File: config.mk
export PLATFORM = sky130hd
export DESIGN_NAME = multi_byte_rx
export DESIGN_NICKNAME = d
export VERILOG_FILES = /design/src/rtl/multi_byte_rx.sv
export SDC_FILE = /design/constraint.sdc
export NUM_CORES = 1
export LEC_CHECK = 0
export ABC_AREA = 1
export BUFFER_PORTS_ARGS = -buffer_cell sky130_fd_sc_hd__buf_2
export CAP_MARGIN = 10
export CORE_UTILIZATION = 45
export DETAILED_ROUTE_END_ITERATION = 16
export SETUP_SLACK_MARGIN = 0.05
export SYNTH_ARGS = -nofsm -noshare
export SYNTH_HDL_FRONTEND = slang
export SYNTH_SLANG_ARGS = --single-unit
File: constraint.sdc
create_clock -name clk -period 4.2 [get_ports clk]
set_input_delay 0.42 -clock clk [delete_from_list [all_inputs] [get_ports clk]]
set_output_delay 0.42 -clock clk [all_outputs]
set_load 0.05 [all_outputs]
File: src/rtl/multi_byte_rx.sv
// Assembles consecutive UART bytes into one DATA_WIDTH-bit word and pulses on completion.
// A gap longer than TIMEOUT_CYCLES inside a frame discards the partial word.
module multi_byte_rx #(
  parameter int DATA_WIDTH     = 32,
  parameter int MSB_1st        = 1,
  parameter int TIMEOUT_CYCLES = 100000
) (
  input  logic                  clk,
  input  logic                  rstn,
  input  logic                  rx_done,
  input  logic [7:0]            rx_data,
  output logic [DATA_WIDTH-1:0] multi_byte_data_out,
  output logic                  multi_byte_rx_done,
  output logic                  rx_timeout_err,
  output logic                  busy
);

  localparam int NBYTES = DATA_WIDTH / 8;
  localparam int CNT_W  = $clog2(NBYTES) + 1;
  localparam int TMO_W  = $clog2(TIMEOUT_CYCLES);
  localparam logic [CNT_W-1:0] LAST_BYTE = CNT_W'(NBYTES - 1);
  localparam logic [TMO_W-1:0] TMO_LAST  = TMO_W'(TIMEOUT_CYCLES - 1);

  typedef enum logic {IDLE, COLLECT} state_t;

  state_t                state;
  logic [DATA_WIDTH-1:0] shift_reg;
  logic [CNT_W-1:0]      byte_cnt;
  logic [TMO_W-1:0]      tmo_cnt;
  logic [DATA_WIDTH-1:0] shifted;

  // Word as it would look once the current rx_data is shifted in.
  always_comb begin
    shifted = (MSB_1st != 0) ? {shift_reg[DATA_WIDTH-9:0], rx_data}
                             : {rx_data, shift_reg[DATA_WIDTH-1:8]};
  end

  always_ff @(posedge clk or negedge rstn) begin
    if (!rstn) begin
      state               <= IDLE;
      shift_reg           <= '0;
      byte_cnt            <= '0;
      tmo_cnt             <= '0;
      multi_byte_data_out <= '0;
      multi_byte_rx_done  <= 1'b0;
      rx_timeout_err      <= 1'b0;
      busy                <= 1'b0;
    end else begin
      multi_byte_rx_done <= 1'b0;
      rx_timeout_err     <= 1'b0;
      case (state)
        IDLE: begin
          if (rx_done) begin
            shift_reg <= shifted;
            byte_cnt  <= CNT_W'(1);
            tmo_cnt   <= '0;
            busy      <= 1'b1;
            state     <= COLLECT;
          end
        end
        COLLECT: begin
          // An arriving byte always wins over timeout expiry in the same cycle.
          if (rx_done) begin
            tmo_cnt   <= '0;
            shift_reg <= shifted;
            if (byte_cnt == LAST_BYTE) begin
              multi_byte_data_out <= shifted;
              multi_byte_rx_done  <= 1'b1;
              byte_cnt            <= '0;
              busy                <= 1'b0;
              state               <= IDLE;
            end else begin
              byte_cnt <= byte_cnt + CNT_W'(1);
            end
          end else if (tmo_cnt == TMO_LAST) begin
            rx_timeout_err <= 1'b1;
            shift_reg      <= '0;
            byte_cnt       <= '0;
            busy           <= 1'b0;
            state          <= IDLE;
          end else if (tmo_cnt != '1) begin
            tmo_cnt <= tmo_cnt + TMO_W'(1);
          end
        end
        default: state <= IDLE;
      endcase
    end
  end

endmodule

==> key figures, run 1 <==
STA
  • Clock skew: 0.0132 ns
  • Setup-failing EPs final: 0
  • Max Freq: about 0.44 GHz
  • Tmin final: 2.26 ns
  • Final TNS setup: 0 ns
  • Relative slew slack: 34.8%
  • Final period util: a little over half
  • Slew @ Worst Pin: between 0.9 and 1 ns
  • Final hold vios: 0
  • RSZ-0062 raised after global routing: no
  • Slew Viols, Final: 0

Clock network
  • Cts hold-fix bufs: 0
  • Post-CTS Setup Inserts: 0
  • Worst-path clk slew: 0.09 ns
  • CTS buffer count: 9
  • Longest Clk Path Bufs: 2
  • Root buffer cell: clkbuf_8
  • CTS sink count: 80
  • Later-pin clock latency in the skew report: ~0.35 ns
  • CTS tree: yes
  • H-tree depth: 3
  • Post-CTS Resized: 0

Pwr
  • Static leakage: about 2 nW
  • Maximum vdd drop: between 0.3 and 0.4 mV
  • Cell area power density: ~640 nW/µm²
  • Final Total Pwr: 0.00254 W

Global route
  • Most Used Layer, Global Route: met2
  • Grt met3 use: 3.77%
  • Largest net degree at the start of global routing: 81
  • Met2 Track Usage GR: between 20% and 30%
  • Antenna violations before repair: 0
  • First-pass GRT wire length: between 10000 and 15000 µm
  • Congestion Overflow GR: 0
  • Total GRT Usage: between 10% and 20%
  • Vias in the first global route: 2524
  • Met1 Use GR: roughly 26%

Route
  • Remaining DRCs: 0
  • Drt initial violations: 176
  • Vias/cell: about 4.9
  • Total iterations of the first detailed-routing run: 4
  • Drt wl/cell: around 12 µm
  • Detailed-route via count: about 2700
  • WL final: between 6000 and 7000 µm
  • Post-DRT Antenna Nets: 0

Critical path
  • Reg2Reg Setup Slack: a little under 2 ns
  • Kind of critical path: reg2reg
  • Critical-path cell list: ha_1 > nand3_2 > nor2_1 > nand3_1 > nor3_1 > ha_1 > o21ai_0 > nand2_4 > o21ai_0
  • CP arrival: roughly 2.5 ns
  • R2R cell count: 9
  • Reg2reg start: tmo_cnt[1]
  • Critical path's top delay family: simple AND/OR/NAND/NOR gates
  • WP data required: roughly 4.4 ns
  • CP Max Fanout: 34
  • Critical path capture point type: flip-flop
  • Buffer and inverter count on the worst path: 0
  • Slowest CP cell: dfrtp_1
  • Worst reg2reg endpoint: tmo_cnt[7]
  • Max stage delay on crit path: 0.40 ns
  • Startpoint type of the worst setup path: flip-flop

Yosys
  • Most common cell in the netlist: nand2_1
  • Synth Instances: 414
  • Mux cell area share after synthesis: 0%
  • Synth top area cells: dfrtp_1, nand2_1, o21ai_0
  • Synth cell types: 25
  • Syn_nets: ~430
  • Mean cell area of the mapped netlist: about 8.6 µm²
  • Synth top area share: a little under three fifths
  • Most used DFF post-synth: dfrtp_1
  • Area leader, netlist: dfrtp_1
  • Post-synth EDFFs: 0
  • Most instantiated cells after synthesis: nand2_1, dfrtp_1, o21ai_0
  • Flops & latches, synth: 80
  • Number of synthesis warnings: 0
  • Post-Synth Simple-Gate Area: between 20% and 30%
  • Synth Area in Adders: between 1 and 1.5%
  • Post-synthesis async set-or-reset flop share: 100%
  • Compound-Gate Fraction of Synth Area: ~13%
  • Synth Area in XOR/XNOR: 0%
  • Largest family of logic cells by synthesized area: simple AND/OR/NAND/NOR gates
  • Sequential share of the synthesized area: between 50% and 60%
  • Synthesized area: roughly 3600 µm²

Place
  • RePlAce Congestion: around 0.82
  • DP HPWL: 4500 µm
  • PortBufs: 45

Floorplan
  • Chip Height: between 90 and 100 µm
  • Initial Utilization: between 40% and 50%
  • Die area: 8280 µm²
  • Core ar.: a little under 8000 µm²
  • Site Rows: 32
  • Top Ports: 46
  • Chip Width: ~91 µm

Worst hold path
  • Hold crit path type: in2async

Final layout
  • Antenna Cells: 0
  • Area Growth Syn to Fin: 12.2%
  • Max reg flops: 32
  • Share of cells above drive strength 1: 16.7%
  • Nets: around 470

Run status
  • Outcome: complete, no violations

Job
  • Max-Cap Viols: 0
[logic make-up (layout without fill, tap and decap cells)]
family	Yosys count	count (layout)
fa+ha+maj	3	3
compound gates	84	84
flops	80	80
simple gates	182	182
buf+inv	65	111
[power by group]
group | total [W] | internal, W | switching, W
clock network | 0.000573 | 0.000280 | 0.000294
registers | 0.00106 | 0.000957 | 0.0000999
logic | 0.000910 | 0.000193 | 0.000717
[per-layer routing]
metal | share of wire, % | vias to the layer above | wire length [µm]
met5 | 0 | - | 0
met4 | 1.4 | 0 | 94
met3 | 4.4 | 9 | 295
met2 | 44 | 54 | 2960
met1 | 51 | 1287 | 3430
li1 | - | 1393 | -
[worst reg2reg max path, cell delays in order, from the launching register on]
cell and delay (ns):
dfrtp_1 0.40, ha_1 0.22, nand3_2 0.13, nor2_1 0.24, nand3_1 0.14, nor3_1 0.18
ha_1 0.17, o21ai_0 0.13, nand2_4 0.38, o21ai_0 0.15
[metrics by stage]
| stage | worst slack, ns | hold WS (ns) | util [%] | cell area [µm²] | std cells |
|---|---|---|---|---|---|
| 2_1_floorplan | 2.35 | 0.124 | - | 3560 | 414 |
| 4_1_cts | 1.93 | 0.267 | 52.0 | 4000 | 562 |
| 3_3_place_gp | 2.03 | 0.449 | 49.4 | 3800 | 546 |
| 6_report | 1.94 | 0.227 | 52.0 | 4000 | 562 |
| 3_5_place_dp | 1.94 | 0.453 | 49.4 | 3800 | 546 |
| 5_1_grt | 1.65 | 0.313 | 52.0 | 4000 | 562 |
[final cells by class]
| cell class | instances | area (µm²) |
|---|---|---|
| tap | 102 | 128 |
| clock inverter | 7 | 77.6 |
| fill | 765 | 3690 |
| sequential | 80 | 2000 |
| inverter | 50 | 188 |
| multi-input combinational | 269 | 1250 |
| timing repair buffer | 45 | 228 |
| clock buffer | 9 | 124 |
[worst max path at each step]
stage,end,slack (ns),start,depth (start not counted)
floorplan,tmo_cnt[2],2.35,tmo_cnt[0],11
global placement,tmo_cnt[10],2.03,tmo_cnt[0],9
detailed placement,tmo_cnt[11],1.94,tmo_cnt[0],9
CTS,tmo_cnt[9],1.93,tmo_cnt[0],9
global route,tmo_cnt[9],1.65,tmo_cnt[1],9
finish,tmo_cnt[7],1.94,tmo_cnt[1],9
[layout by cell type, fill, tap and decap left out, types with 6 or more instances in the layout]
master    count
dfrtp_1      80
buf_2        44
nor2_1       22
a21oi_1       6
nand2_1     127
o21ai_0      50
nand3_1      19
clkbuf_8      9
o21ai_1      19
o21ai_2       6
inv_1        49
No activity file was read; power rests on OpenSTA's default activity.
==> run 2, diff against run 1 <==
--- a/config.mk
+++ b/config.mk
@@ -10,6 +10,7 @@
 export CAP_MARGIN = 10
 export CORE_UTILIZATION = 45
 export DETAILED_ROUTE_END_ITERATION = 16
+export PLACE_DENSITY = 0.67
 export SETUP_SLACK_MARGIN = 0.05
 export SYNTH_ARGS = -nofsm -noshare
 export SYNTH_HDL_FRONTEND = slang
==> constraint.sdc (replaced) <==
create_clock -name clk -period 1.9 [get_ports clk]
set_input_delay 0.19 -clock clk [delete_from_list [all_inputs] [get_ports clk]]
set_output_delay 0.19 -clock clk [all_outputs]
set_load 0.05 [all_outputs]
==> run 2 against run 1 <==
Against the previous run: flip-flop and latch count did not move; combinational power grew 140%; first-iteration DRC count down 27%; fmax rose by 21%; global-route usage grew 0.68 points; cell count up 6.4%; utilization rose by 6.7 points; cell area grew 13%; setup slack worse by 1.9 ns; die area unchanged; register-to-register slack lost 1.9 ns; largest power group unchanged.
==> key figures, run 2 (synthesis results as in run 1) <==
Clock network
  • Later-pin clock latency in the skew report: approximately 0.35 ns
  • H-tree depth: 3
  • CTS tree: yes
  • CTS buffer count: 9
  • CTS sink count: 80
  • Longest Clk Path Bufs: 2
  • Worst-path clk slew: around 0.090 ns
  • Root buffer cell: clkbuf_8

STA
  • Final period util: a little over nine tenths
  • Setup-failing EPs final: 0
  • Final hold vios: 0
  • Tmin final: about 1.9 ns
  • Fin Hold WS: approximately 0.079 ns
  • Slew Viols, Final: 0
  • Clock skew: slightly below 0.01 ns
  • RSZ-0062 raised after global routing: yes
  • Slew @ Worst Pin: ~0.42 ns
  • Max Freq: ~0.54 GHz
  • Final TNS setup: 0 ns
  • Worst setup margin: around 0.037 ns
  • Relative slew slack: between 70 and 80%

Critical path
  • Critical path's top delay family: simple AND/OR/NAND/NOR gates
  • Kind of critical path: reg2reg
  • R2R cell count: 12
  • WP depth: 12
  • Reg2reg start: tmo_cnt[1]
  • CP Max Fanout: 5
  • Crit. Startpoint: tmo_cnt[1]
  • Slowest CP cell: dfrtp_1
  • Startpoint type of the worst setup path: flip-flop
  • Max stage delay on crit path: approximately 0.41 ns
  • Reg2Reg Setup Slack: approximately 0.037 ns
  • Critical-path cell list: ha_4 > nand3_4 > nor2_4 > nand3_2 > nor3_2 > ha_2 > o21ai_2 > buf_6 > nand2_8 > clkbuf_16 > nand2_2 > o21ai_1
  • Critical path capture point type: flip-flop
  • WP data required: roughly 2.2 ns
  • Worst setup path end: tmo_cnt[7]
  • Buffer and inverter count on the worst path: 2
  • CP arrival: approximately 2.2 ns
  • Worst reg2reg endpoint: tmo_cnt[7]

Run status
  • Outcome: complete, no violations

Pwr
  • Static leakage: between 2 and 2.5 nW
  • Maximum vdd drop: 0.692 mV
  • Cell area power density: 1280 nW/µm²

Route
  • Remaining DRCs: 0
  • Post-DRT Antenna Nets: 0
  • Drt wl/cell: about 13 µm
  • Drt initial violations: ~130
  • WL final: ~7600 µm
  • Total iterations of the first detailed-routing run: 4
  • Vias/cell: just under 5
  • Detailed-route via count: a little under 3000

Place
  • Placed Area: between 4000 and 5000 µm²
  • RePlAce Congestion: 0.838
  • DP HPWL: 4820 µm
  • Pre-CTS setup slack: -0.0651 ns
  • PortBufs: between 40 and 50

Final layout
  • Most common cell after layout, fill and taps aside: nand2_1
  • Multi-input gate area: approximately 1400 µm²
  • Fin area: ~4500 µm²
  • Antenna Cells: 0
  • Sequential cell area: ~2000 µm²
  • Commonest cells after routing, fill and taps aside: nand2_1, dfrtp_1, inv_1
  • Nets: just over 500
  • Max reg flops: 32
  • Area Growth Syn to Fin: 26.6%
  • Share of cells above drive strength 1: a little over a quarter
  • Fill count: just over 700

Global route
  • Antenna violations before repair: 0
  • Vias in the first global route: approximately 2600
  • Total GRT Usage: between 10% and 20%
  • First-pass GRT wire length: between 10000 and 15000 µm
  • Congestion Overflow GR: 0
  • Largest net degree at the start of global routing: between 80 and 90

Worst hold path
  • Hold crit path type: in2reg

Floorplan
  • Chip Height: approximately 91 µm
  • Chip Width: ~91 µm
  • Site Rows: 32
  • Die area: between 8000 and 9000 µm²
  • Initial Utilization: approximately 46%
  • Core ar.: 7690 µm²
  • Top Ports: 46

Job
  • Max-Cap Viols: 0
==> run 2: changes by cell type in the layout (fill, tap and decap cells not counted), sizes merged <==
cell	previous run	this run
clkinv	3	2
clkinvlp	1	2
buf	45	78
clkbuf	9	11
dlygate4sd3	0	1
==> run 2: how the worst min path moves through the flow <==
stage                              endpoint  slack, ns       start  depth (start not counted)
floorplan                              busy      -0.11        rstn                          0
global placement    multi_byte_data_out[26]       0.25        rstn                          2
detailed placement           rx_timeout_err       0.25        rstn                          2
CTS                            shift_reg[5]       0.07  rx_data[5]                          3
global route                   shift_reg[5]       0.09  rx_data[5]                          3
finish                         shift_reg[5]       0.08  rx_data[5]                          3
==> run 2: timing repair <==
item,CTS,global route
pin swaps,2,1
hold buffers,1,0
resized for setup,6,33
buffers inserted,3,2
cloned,1,2
hold endpoints to repair,80,0
endpoints found under the setup margin,17,17
==> run 2: final cells by class <==
cell class,instances,share of cell area (%)
flip-flops and latches,80,44.4
multi-input cells,269,30.6
repair buffers,81,13.5
inverters,50,4.16
well taps,102,2.83
clock buffers,9,2.75
clock inverters,7,1.75
==> run 2: routing by layer <==
layer  GRT usage [%]  part of all wire (%)
met5               0                     0
met4            6.75                   1.1
met3            4.19                   3.3
met2            28.4                    48
met1            26.4                    48
==> run 2: through the flow <==
stage                     util (%)  instances  power [W]
after floorplan                  -        414    0.00395
after global placement        52.7        573    0.00443
after detailed placement      52.7        573    0.00447
after CTS                     56.4        594    0.00579
after global routing          58.7        598    0.00610
final                         58.7        598    0.00579
==> run 2: report_power, final <==
group | switching [W] | internal, W | total, W
registers | 0.000216 | 0.00212 | 0.00233
clock network | 0.000664 | 0.000620 | 0.00128
logic | 0.00164 | 0.000535 | 0.00218
total | 0.00252 | 0.00327 | 0.00579
==> run 2: worst min-delay path: cells and delay by family <==
family	cells	cell delay, ns
compound gates	1	0.06
buf+inv	2	0.14
